<file path="config.mk">
export PLATFORM = sky130hd
export DESIGN_NAME = gmii_tx_framer_flat
export DESIGN_NICKNAME = d
export VERILOG_FILES = /design/src/rtl/gmii_tx_framer_if.sv /design/src/rtl/gmii_tx_framer.sv /design/src/flat_wrapper.sv
export SDC_FILE = /design/constraint.sdc
export NUM_CORES = 1
export LEC_CHECK = 0
export CORE_ASPECT_RATIO = 1.1
export CORE_MARGIN = 1.5
export CORE_UTILIZATION = 55
export CTS_BUF_LIST = sky130_fd_sc_hd__clkbuf_8
export DETAILED_ROUTE_END_ITERATION = 8
export HOLD_SLACK_MARGIN = 0.06
export PLACE_DENSITY = 0.76
export SLEW_MARGIN = 25
export SYNTH_ARGS = -nofsm -noshare
export SYNTH_HDL_FRONTEND = slang
export SYNTH_SLANG_ARGS = --single-unit
</file>
<file path="constraint.sdc">
create_clock -name gmii_txc -period 2.7 [get_ports gmii_txc]
set_clock_uncertainty 0.2 [all_clocks]
set_input_delay 0.81 -clock gmii_txc [delete_from_list [all_inputs] [get_ports gmii_txc]]
set_output_delay 0.81 -clock gmii_txc [all_outputs]
set_load 0.02 [all_outputs]
</file>
<file path="src/rtl/gmii_tx_framer_if.sv">
// Payload stream into the GMII transmit framer.
//   s_valid : payload byte valid            (source -> framer)
//   s_data  : payload byte                  (source -> framer)
//   s_last  : final payload byte of a frame (source -> framer)
//   s_ready : framer takes the byte         (framer -> source)
// master = payload source, slave = framer.
interface gmii_tx_framer_if;
   logic       s_valid;
   logic [7:0] s_data;
   logic       s_last;
   logic       s_ready;

   modport master (output s_valid, s_data, s_last, input s_ready);
   modport slave  (input s_valid, s_data, s_last, output s_ready);
endinterface

</file>
<file path="src/rtl/gmii_tx_framer.sv">
// Ethernet transmit framer feeding the GMII-to-RGMII DDR output stage.
// Wraps a byte payload stream into a GMII frame: 7x 0x55 preamble, 0xD5 SFD,
// payload, optional zero pad, CRC-32 FCS (LSB first), then an idle gap.
// A payload gap (s_valid low before s_last) aborts the frame with an
// inverted FCS so the far end discards it.
//
// Optional feature: define GMII_TX_PAD_EN to zero-pad short frames up to
// MIN_PAYLOAD bytes. Without it there is no PAD state and MIN_PAYLOAD is
// ignored.
//
// Ports:
//   gmii_txc    : 125 MHz transmit clock (only clock)
//   rst_n       : asynchronous active-low reset
//   s           : payload stream (slave side of gmii_tx_framer_if)
//   gmii_tx_dv  : GMII transmit enable (registered)
//   gmii_td     : GMII transmit data (registered)
//   tx_busy     : high whenever not IDLE
//   tx_underrun : one-cycle pulse when a frame is aborted by a payload gap
module gmii_tx_framer #(
   parameter int IFG_BYTES   = 12,
   parameter int MIN_PAYLOAD = 46
) (
   input  logic             gmii_txc,
   input  logic             rst_n,
   gmii_tx_framer_if.slave  s,
   output logic             gmii_tx_dv,
   output logic [7:0]       gmii_td,
   output logic             tx_busy,
   output logic             tx_underrun
);

   localparam logic [31:0] CRC_POLY = 32'hEDB88320;
   // IFG state lasts IFG_BYTES-1 cycles; the IDLE cycle that samples
   // s_valid supplies the last idle cycle on the wire.
   localparam logic [15:0] IFG_LAST = 16'(IFG_BYTES - 2);
`ifdef GMII_TX_PAD_EN
   localparam logic [10:0] MIN_P = 11'(MIN_PAYLOAD);
`endif

   typedef enum logic [2:0] {
      IDLE,
      PRE,
      SFD,
      DATA,
`ifdef GMII_TX_PAD_EN
      PAD,
`endif
      FCS,
      IFG
   } state_t;

   state_t      state;
   logic [15:0] ph;        // phase counter shared by PRE / FCS / IFG
   logic [10:0] pay_cnt;   // payload+pad bytes, saturating
   logic [31:0] crc;
   logic        bad;       // frame aborted: send FCS uninverted

   logic [10:0] cnt_inc;
   logic [31:0] fcs_word;
   logic [7:0]  fcs_byte;

   function automatic logic [31:0] crc_byte(input logic [31:0] c, input logic [7:0] d);
      logic [31:0] r;
      r = c ^ {24'h0, d};
      for (int i = 0; i < 8; i++)
         r = r[0] ? ((r >> 1) ^ CRC_POLY) : (r >> 1);
      return r;
   endfunction

   assign cnt_inc  = (pay_cnt == 11'h7FF) ? pay_cnt : pay_cnt + 11'd1;
   assign fcs_word = bad ? crc : ~crc;

   always_comb begin
      fcs_byte = fcs_word[7:0];
      case (ph[1:0])
         2'd1:    fcs_byte = fcs_word[15:8];
         2'd2:    fcs_byte = fcs_word[23:16];
         2'd3:    fcs_byte = fcs_word[31:24];
         default: fcs_byte = fcs_word[7:0];
      endcase
   end

   assign s.s_ready = (state == DATA);
   assign tx_busy   = (state != IDLE);

   always_ff @(posedge gmii_txc or negedge rst_n) begin
      if (!rst_n) begin
         state       <= IDLE;
         ph          <= '0;
         pay_cnt     <= '0;
         crc         <= '0;
         bad         <= 1'b0;
         gmii_tx_dv  <= 1'b0;
         gmii_td     <= 8'h00;
         tx_underrun <= 1'b0;
      end else begin
         gmii_tx_dv  <= 1'b0;
         gmii_td     <= 8'h00;
         tx_underrun <= 1'b0;
         case (state)
            IDLE: begin
               // the pending byte stays with the source until DATA
               if (s.s_valid) begin
                  state <= PRE;
                  ph    <= '0;
               end
            end
            PRE: begin
               gmii_tx_dv <= 1'b1;
               gmii_td    <= 8'h55;
               ph         <= ph + 16'd1;
               if (ph == 16'd6) state <= SFD;
            end
            SFD: begin
               gmii_tx_dv <= 1'b1;
               gmii_td    <= 8'hD5;
               crc        <= 32'hFFFF_FFFF;
               pay_cnt    <= '0;
               bad        <= 1'b0;
               ph         <= '0;
               state      <= DATA;
            end
            DATA: begin
               gmii_tx_dv <= 1'b1;
               if (s.s_valid) begin
                  gmii_td <= s.s_data;
                  crc     <= crc_byte(crc, s.s_data);
                  pay_cnt <= cnt_inc;
                  if (s.s_last) begin
                     ph <= '0;
`ifdef GMII_TX_PAD_EN
                     state <= (cnt_inc < MIN_P) ? PAD : FCS;
`else
                     state <= FCS;
`endif
                  end
               end else begin
                  // Underrun: first FCS byte goes out this very cycle so
                  // tx_dv stays contiguous. crc[7:0] is the inverse of the
                  // correct FCS byte (~crc); bad keeps the rest inverted.
                  tx_underrun <= 1'b1;
                  bad         <= 1'b1;
                  gmii_td     <= crc[7:0];
                  ph          <= 16'd1;
                  state       <= FCS;
               end
            end
`ifdef GMII_TX_PAD_EN
            PAD: begin
               gmii_tx_dv <= 1'b1;
               gmii_td    <= 8'h00;
               crc        <= crc_byte(crc, 8'h00);
               pay_cnt    <= cnt_inc;
               if (cnt_inc == MIN_P) begin
                  ph    <= '0;
                  state <= FCS;
               end
            end
`endif
            FCS: begin
               gmii_tx_dv <= 1'b1;
               gmii_td    <= fcs_byte;
               ph         <= ph + 16'd1;
               if (ph == 16'd3) begin
                  ph    <= '0;
                  state <= (IFG_BYTES > 1) ? IFG : IDLE;
               end
            end
            IFG: begin
               ph <= ph + 16'd1;
               if (ph == IFG_LAST) state <= IDLE;
            end
            default: state <= IDLE;
         endcase
      end
   end

endmodule
</file>
<file path="src/flat_wrapper.sv">
// flat-port wrapper written by rule: the top's interface ports become plain ports
module gmii_tx_framer_flat 
#(
   parameter int IFG_BYTES   = 12,
   parameter int MIN_PAYLOAD = 46
)
  (gmii_txc, rst_n, gmii_tx_dv, gmii_td, tx_busy, tx_underrun, s_s_valid, s_s_data, s_s_last, s_s_ready);
  gmii_tx_framer_if s_i ();
  input  logic gmii_txc;
  input  logic rst_n;
  output logic gmii_tx_dv;
  output logic [7:0] gmii_td;
  output logic tx_busy;
  output logic tx_underrun;
  input wire logic [$bits(s_i.s_valid)-1:0] s_s_valid;
  input wire logic [$bits(s_i.s_data)-1:0] s_s_data;
  input wire logic [$bits(s_i.s_last)-1:0] s_s_last;
  output wire logic [$bits(s_i.s_ready)-1:0] s_s_ready;
  assign s_i.s_valid = s_s_valid;
  assign s_i.s_data = s_s_data;
  assign s_i.s_last = s_s_last;
  assign s_s_ready = s_i.s_ready;
  gmii_tx_framer #(.IFG_BYTES(IFG_BYTES), .MIN_PAYLOAD(MIN_PAYLOAD)) u_core (.gmii_txc(gmii_txc), .rst_n(rst_n), .s(s_i), .gmii_tx_dv(gmii_tx_dv), .gmii_td(gmii_td), .tx_busy(tx_busy), .tx_underrun(tx_underrun));
endmodule
</file>
# [Word level (Yosys, flattened, before mapping)]
# Index checks and enable logic that the tools add are counted.
[totals] register_bits=62 input_bits=12 out_inout_bits=12 word_cells=77
[classes] add_sub_neg=1 n_eq_ne=18 muxes=31 n_bitwise=10 reduce_logical=10
[op_table] operator="2-to-1 mux 32 bit" count=10
[op_table] operator="inverter 13 -> 14 bit" count=8
[op_table] operator="one-hot mux 16 bit (5 select lines)" count=1
[op_table] operator="2-to-1 mux 16 bit" count=4
[op_table] operator="one-hot mux 32 bit (2 select lines)" count=1
[op_table] operator="inverter 32 bit" count=1
[op_table] operator="one-hot mux 8 bit (4 select lines)" count=1
[op_table] operator="XOR 32 x 8 -> 32 bit" count=1
[op_table] operator="one-hot mux 8 bit (3 select lines)" count=1
[op_table] operator="2-to-1 mux 3 bit" count=6
[op_table] operator="one-hot mux 3 bit (6 select lines)" count=1
[op_table] operator="adder 16 x 1 -> 16 bit (second input constant)" count=1
[op_table] operator="equality test 16 x 2 -> 1 bit (second input constant)" count=1
[op_table] operator="equality test 16 x 3 -> 1 bit (second input constant)" count=1
[op_table] operator="equality test 16 x 4 -> 1 bit (second input constant)" count=1
[op_table] operator="2-to-1 mux 8 bit" count=1
[op_table] operator="equality test 3 x 2 -> 1 bit (second input constant)" count=2
[op_table] operator="equality test 3 bit (second input constant)" count=2
[op_table] operator="!= test 2 x 1 -> 1 bit (second input constant)" count=3
[op_table] operator="!= test 2 bit (second input constant)" count=3
[op_table] operator="AND reduction 5 bit" count=1
[op_table] operator="nonzero test 5 bit" count=1
[op_table] operator="equality test 2 bit (second input constant)" count=2
[op_table] operator="2-to-1 mux 1 bit" count=4
[op_table] operator="other kinds (11)" count=12

# [Depth between registers and ports, before layout]
[logic_depth] ltp_word=19 ltp_mapped=8 depth_no_buf=7

# [Least setup slack after synthesis]
# Ideal clock, no wire load.
[synth_path] path_type="input to register" startpoint="input port s_s_data[1]" endpoint="register u_core.crc[19]" setup_ns=0.121 t_arrival_ns=2.204 required_ns=2.379 slack_ns=0.175 stages=5 path_buffers=0 cell_sequence="xnor2_1 > xor2_2 > xnor2_1 > xnor3_1 > o22a_1"
[synth_between] elab_chain_len=11
[synth_rtl] item="from (decl)" line="flat_wrapper.sv:16" text="input wire logic [$bits(s_i.s_data)-1:0] s_s_data;"
[synth_rtl] item="XOR 32 x 8 -> 32 bit" line="gmii_tx_framer.sv:64" text="r = c ^ {24'h0, d};"
[synth_rtl] item="2-to-1 mux 32 bit (8 in a row)" line="gmii_tx_framer.sv:66" text="r = r[0] ? ((r >> 1) ^ CRC_POLY) : (r >> 1);"
[synth_rtl] item="2-to-1 mux 32 bit" line="gmii_tx_framer.sv:125" text="if (s.s_valid) begin"
[synth_rtl] item="one-hot mux 32 bit (2 select lines)" line="gmii_tx_framer.sv:100" text="case (state)"
[synth_rtl] item="to (signal assigned)" line="gmii_tx_framer.sv:127" text="crc <= crc_byte(crc, s.s_data);"
[synth_rtl] item="to (decl)" line="gmii_tx_framer.sv:55" text="logic [31:0] crc;"
# Every way passes these cells. The select of a mux whose other input is x is not followed.
# A chain may end at the register's enable or synchronous reset.

# [Final worst setup path]
[layout_path] startpoint="input port s_s_data[4]" endpoint="register u_core.crc[27]"
[layout_between] elab_chain_len=13
[layout_rtl] item="XOR 32 x 8 -> 32 bit (*)" line="gmii_tx_framer.sv:64"
[layout_rtl] item="2-to-1 mux 32 bit (*) (5 in a row)" line="gmii_tx_framer.sv:66"
[layout_rtl] item="inverter 13 -> 14 bit (no line)"
[layout_rtl] item="2-to-1 mux 32 bit (*) (2 in a row)" line="gmii_tx_framer.sv:66"
[layout_rtl] item="inverter 13 -> 14 bit (no line)"
[layout_rtl] item="2-to-1 mux 32 bit (*)" line="gmii_tx_framer.sv:66"
[layout_rtl] item="2-to-1 mux 32 bit (*)" line="gmii_tx_framer.sv:125"
[layout_rtl] item="one-hot mux 32 bit (2 select lines) (*)" line="gmii_tx_framer.sv:100"
# Every way passes the cells marked *; elsewhere a longest branch is shown, timed or not. The select of a mux whose other input is x is not followed.

==> flow_summary.yaml <==
status:
  status: "finished, final reports clean"
setup_path:
  endpoint_kind: "flip-flop"
  cpMostUsedCell: "xnor2_1"
  slowest_stage: "clkdlybuf4s50_1"
  cp_max_fo: 4
  critPathKind: "in -> reg"
  arrival_ps: 2620
  critPathRequiredTime_ps: 2730
  crit_chain: "clkdlybuf4s50_1, xnor2_1, xnor2_1, buf_4, xnor2_1, xnor2_1, o22a_1"
  crit_path_start_kind: "input pin"
  max_stage_delay_ps: 450
timing:
  min_period_ps: 2590
  finalHoldViolations: 0
  hold_ws_ps: 374
  tightest_slew_ps: 724
  setup_violations: 0
  fmax_mhz: 387
  finalSetupTns_ps: 0
  maxSlewViolCount: 0
  period_share: 0.958
  rsz0062_at_grt: "no"
  relSlewSlack: 0.517
logic_synthesis:
  syn_nets: 434
  synth_edf_count: 0
  synth_area_leader_cell: "dfrtp_1"
  syn_area_per_cell_sq_um: 9.64
  syn_inst: 416
  netlist_top_cells_count: "62 x dfrtp_1, 57 x xnor2_1, 37 x a21oi_1, 31 x nor2_1, 28 x o21ai_0"
  syn_area_sq_um: 4010
  synth_top_flop_cell: "dfrtp_1"
  synth_top_area_frac: 0.387
  synth.yosys.seq_area_share: 0.387
  synthTopCellsByArea: "dfrtp_1 39%, xnor2_1 12%, xor2_1 5.0%"
  async_flop_share: 1.00
  synth_cell_types: 43
  yosysMostFrequentCell: "dfrtp_1"
  yosysWarnings: 0
  synth_seq_cells: 62
route:
  drcViolationCount: 0
  vias: 3335
  ant_nets: 0
  totalWireLength_um: 10600
  firstDrtPassIters: 5
  routedWlPerCell_um: 19.0
  first_iter_violations: 344
  via_per_inst: 5.98
placement:
  numPortBuffers: 23
  gpl.final_weighted_congestion: 0.968
  placed_cells: 541
  dpl.hpwl_um: 7430
layout:
  diodes: 0
  drive_above_1_share: 0.159
  syn_to_final_growth_pct: 20.7
  area.sequential_sq_um: 1550
  instances_no_fill: 558
  fillerInstances: 536
  fin_nets: 486
  multi_input_area_sq_um: 2320
clock_network:
  clock-sinks: 62
  cts_tree: "done"
  path_clk_slew_ps: 80
  htree_levels: 3
  cts_buffer_depth: 2
  post_cts_buffers: 0
  insertion_delay_ps: 350
  cts_buffers: 9
  cts_root_buf: "clkbuf_8"
floorplanning:
  die-height_um: 92.6
  core_area_sq_um: 7050
  start_util: 0.569
  io_pins: 24
  die_w_um: 84.4
  core.rowCount: 32
  die-area_sq_um: 7810
hold_path:
  holdCritPathClass: "reg -> reg"
grt:
  grtUsageMet3: 0.0561
  grt_max_degree: 37
  use_met1: 0.395
  use_met2: 0.464
  grtUsageTotal: 0.290
  grt_overflow: 0
  antenna_found_initial: 0
  grt_pass1_vias: 3332
  grt_pass1_wl_um: 17300
  grt-busiest-layer: "met2"
power_and_ir_drop:
  p_per_area_nw_per_um2: 742
  vdd_drop_max_mv: 0.526
  finalPower_mw: 3.59
  power_leakage_nw: 1.96
job:
  cap_violations: 0
[flip-flops by register name, indices dropped and copies added (netlist names)]
signal,flops
u_core.tx_underrun,1
u_core.state,3
u_core.gmii_tx_dv,1
u_core.crc,32
u_core.bad,1
u_core.ph,16
u_core.gmii_td,8
[placed cells by master, fill, tap and decap left out, types with 3 or more instances in the layout]
cell,instances
dfrtp_1,61
xnor2_1,56
buf_4,40
a21oi_1,36
nor2_1,30
o21ai_0,28
xor2_1,23
clkdlybuf4s50_1,20
nand2_1,19
inv_1,15
o22a_1,13
clkbuf_8,11
a221o_1,10
o22ai_1,9
nand3_1,8
or3_1,7
mux2i_1,6
ha_1,6
xnor2_4,5
nor2b_1,4
xnor2_2,4
nor3b_1,4
and4_1,4
nand4_1,4
a21o_1,3
a221oi_1,3
a211oi_1,3
nor4_1,3
nor3_1,3
[what timing repair did]
item | CTS | global route
hold buffers | 1 | 0
hold endpoints to repair | 3 | 0
resized for setup | 4 | 1
setup endpoints to repair | 2 | 4
[cell families after synthesis]
kind of cell	count (synthesis)	synth area share
xor gates and xnor gates	90	0.231
buffers and inverters	40	0.0378
and+or+nand+nor	93	0.115
AOI/OAI and AO/OA	119	0.196
adders and majority gates	6	0.0187
muxes	6	0.0150
DFF	62	0.387
[cell type report]
class                   count  share of cell area
clock buffers              11              0.0313
clock inverters             5              0.0168
inverters                  15              0.0116
multi-input cells         314               0.479
flip-flops and latches     62               0.321
well taps                  85              0.0220
repair buffers             66               0.118
[worst max-delay path: cells and delay by family]
kind	cells	cell delay (ps)
buffers and inverters	2	620
AO/OA/AOI/OAI	1	170
XOR/XNOR	4	1010
[where the power goes]
part	internal, mW	switching, mW
Sequential	1.11	0.231
Combinational	0.642	0.653
Clock	0.570	0.390
[per-stage QoR]
| step | cell area (sq um) | worst slack (ps) | util |
|---|---|---|---|
| after global routing | 4840 | 16.7 | 0.687 |
| final | 4840 | 114 | 0.687 |
| after global placement | 4590 | -228 | 0.651 |
| after floorplan | 4010 | 175 | - |
| after CTS | 4830 | 43.1 | 0.686 |
| after detailed placement | 4590 | -288 | 0.651 |
[path summary, 6_finish.rpt]
| kind | from | to | slack (ps) | cells after the start |
|---|---|---|---|---|
| min | u_core.ph[5] | u_core.ph[5] | 370 | 1 |
| min in group asynchronous | rst_n | u_core.gmii_td[0] | 590 | 2 |
| max reg2reg | u_core.ph[0] | u_core.gmii_td[5] | 150 | 7 |
| max | s_s_data[4] | u_core.crc[27] | 110 | 7 |
| max in group asynchronous | rst_n | u_core.crc[19] | 1020 | 3 |
| min reg2reg | u_core.ph[5] | u_core.ph[5] | 370 | 1 |
[routing by layer]
metal  share of wire  wire length (um)
met4           0.019               198
met2            0.49              5130
met5               0                 0
met3           0.057               605
met1            0.44              4650
(Power assumes the default switching activity.)
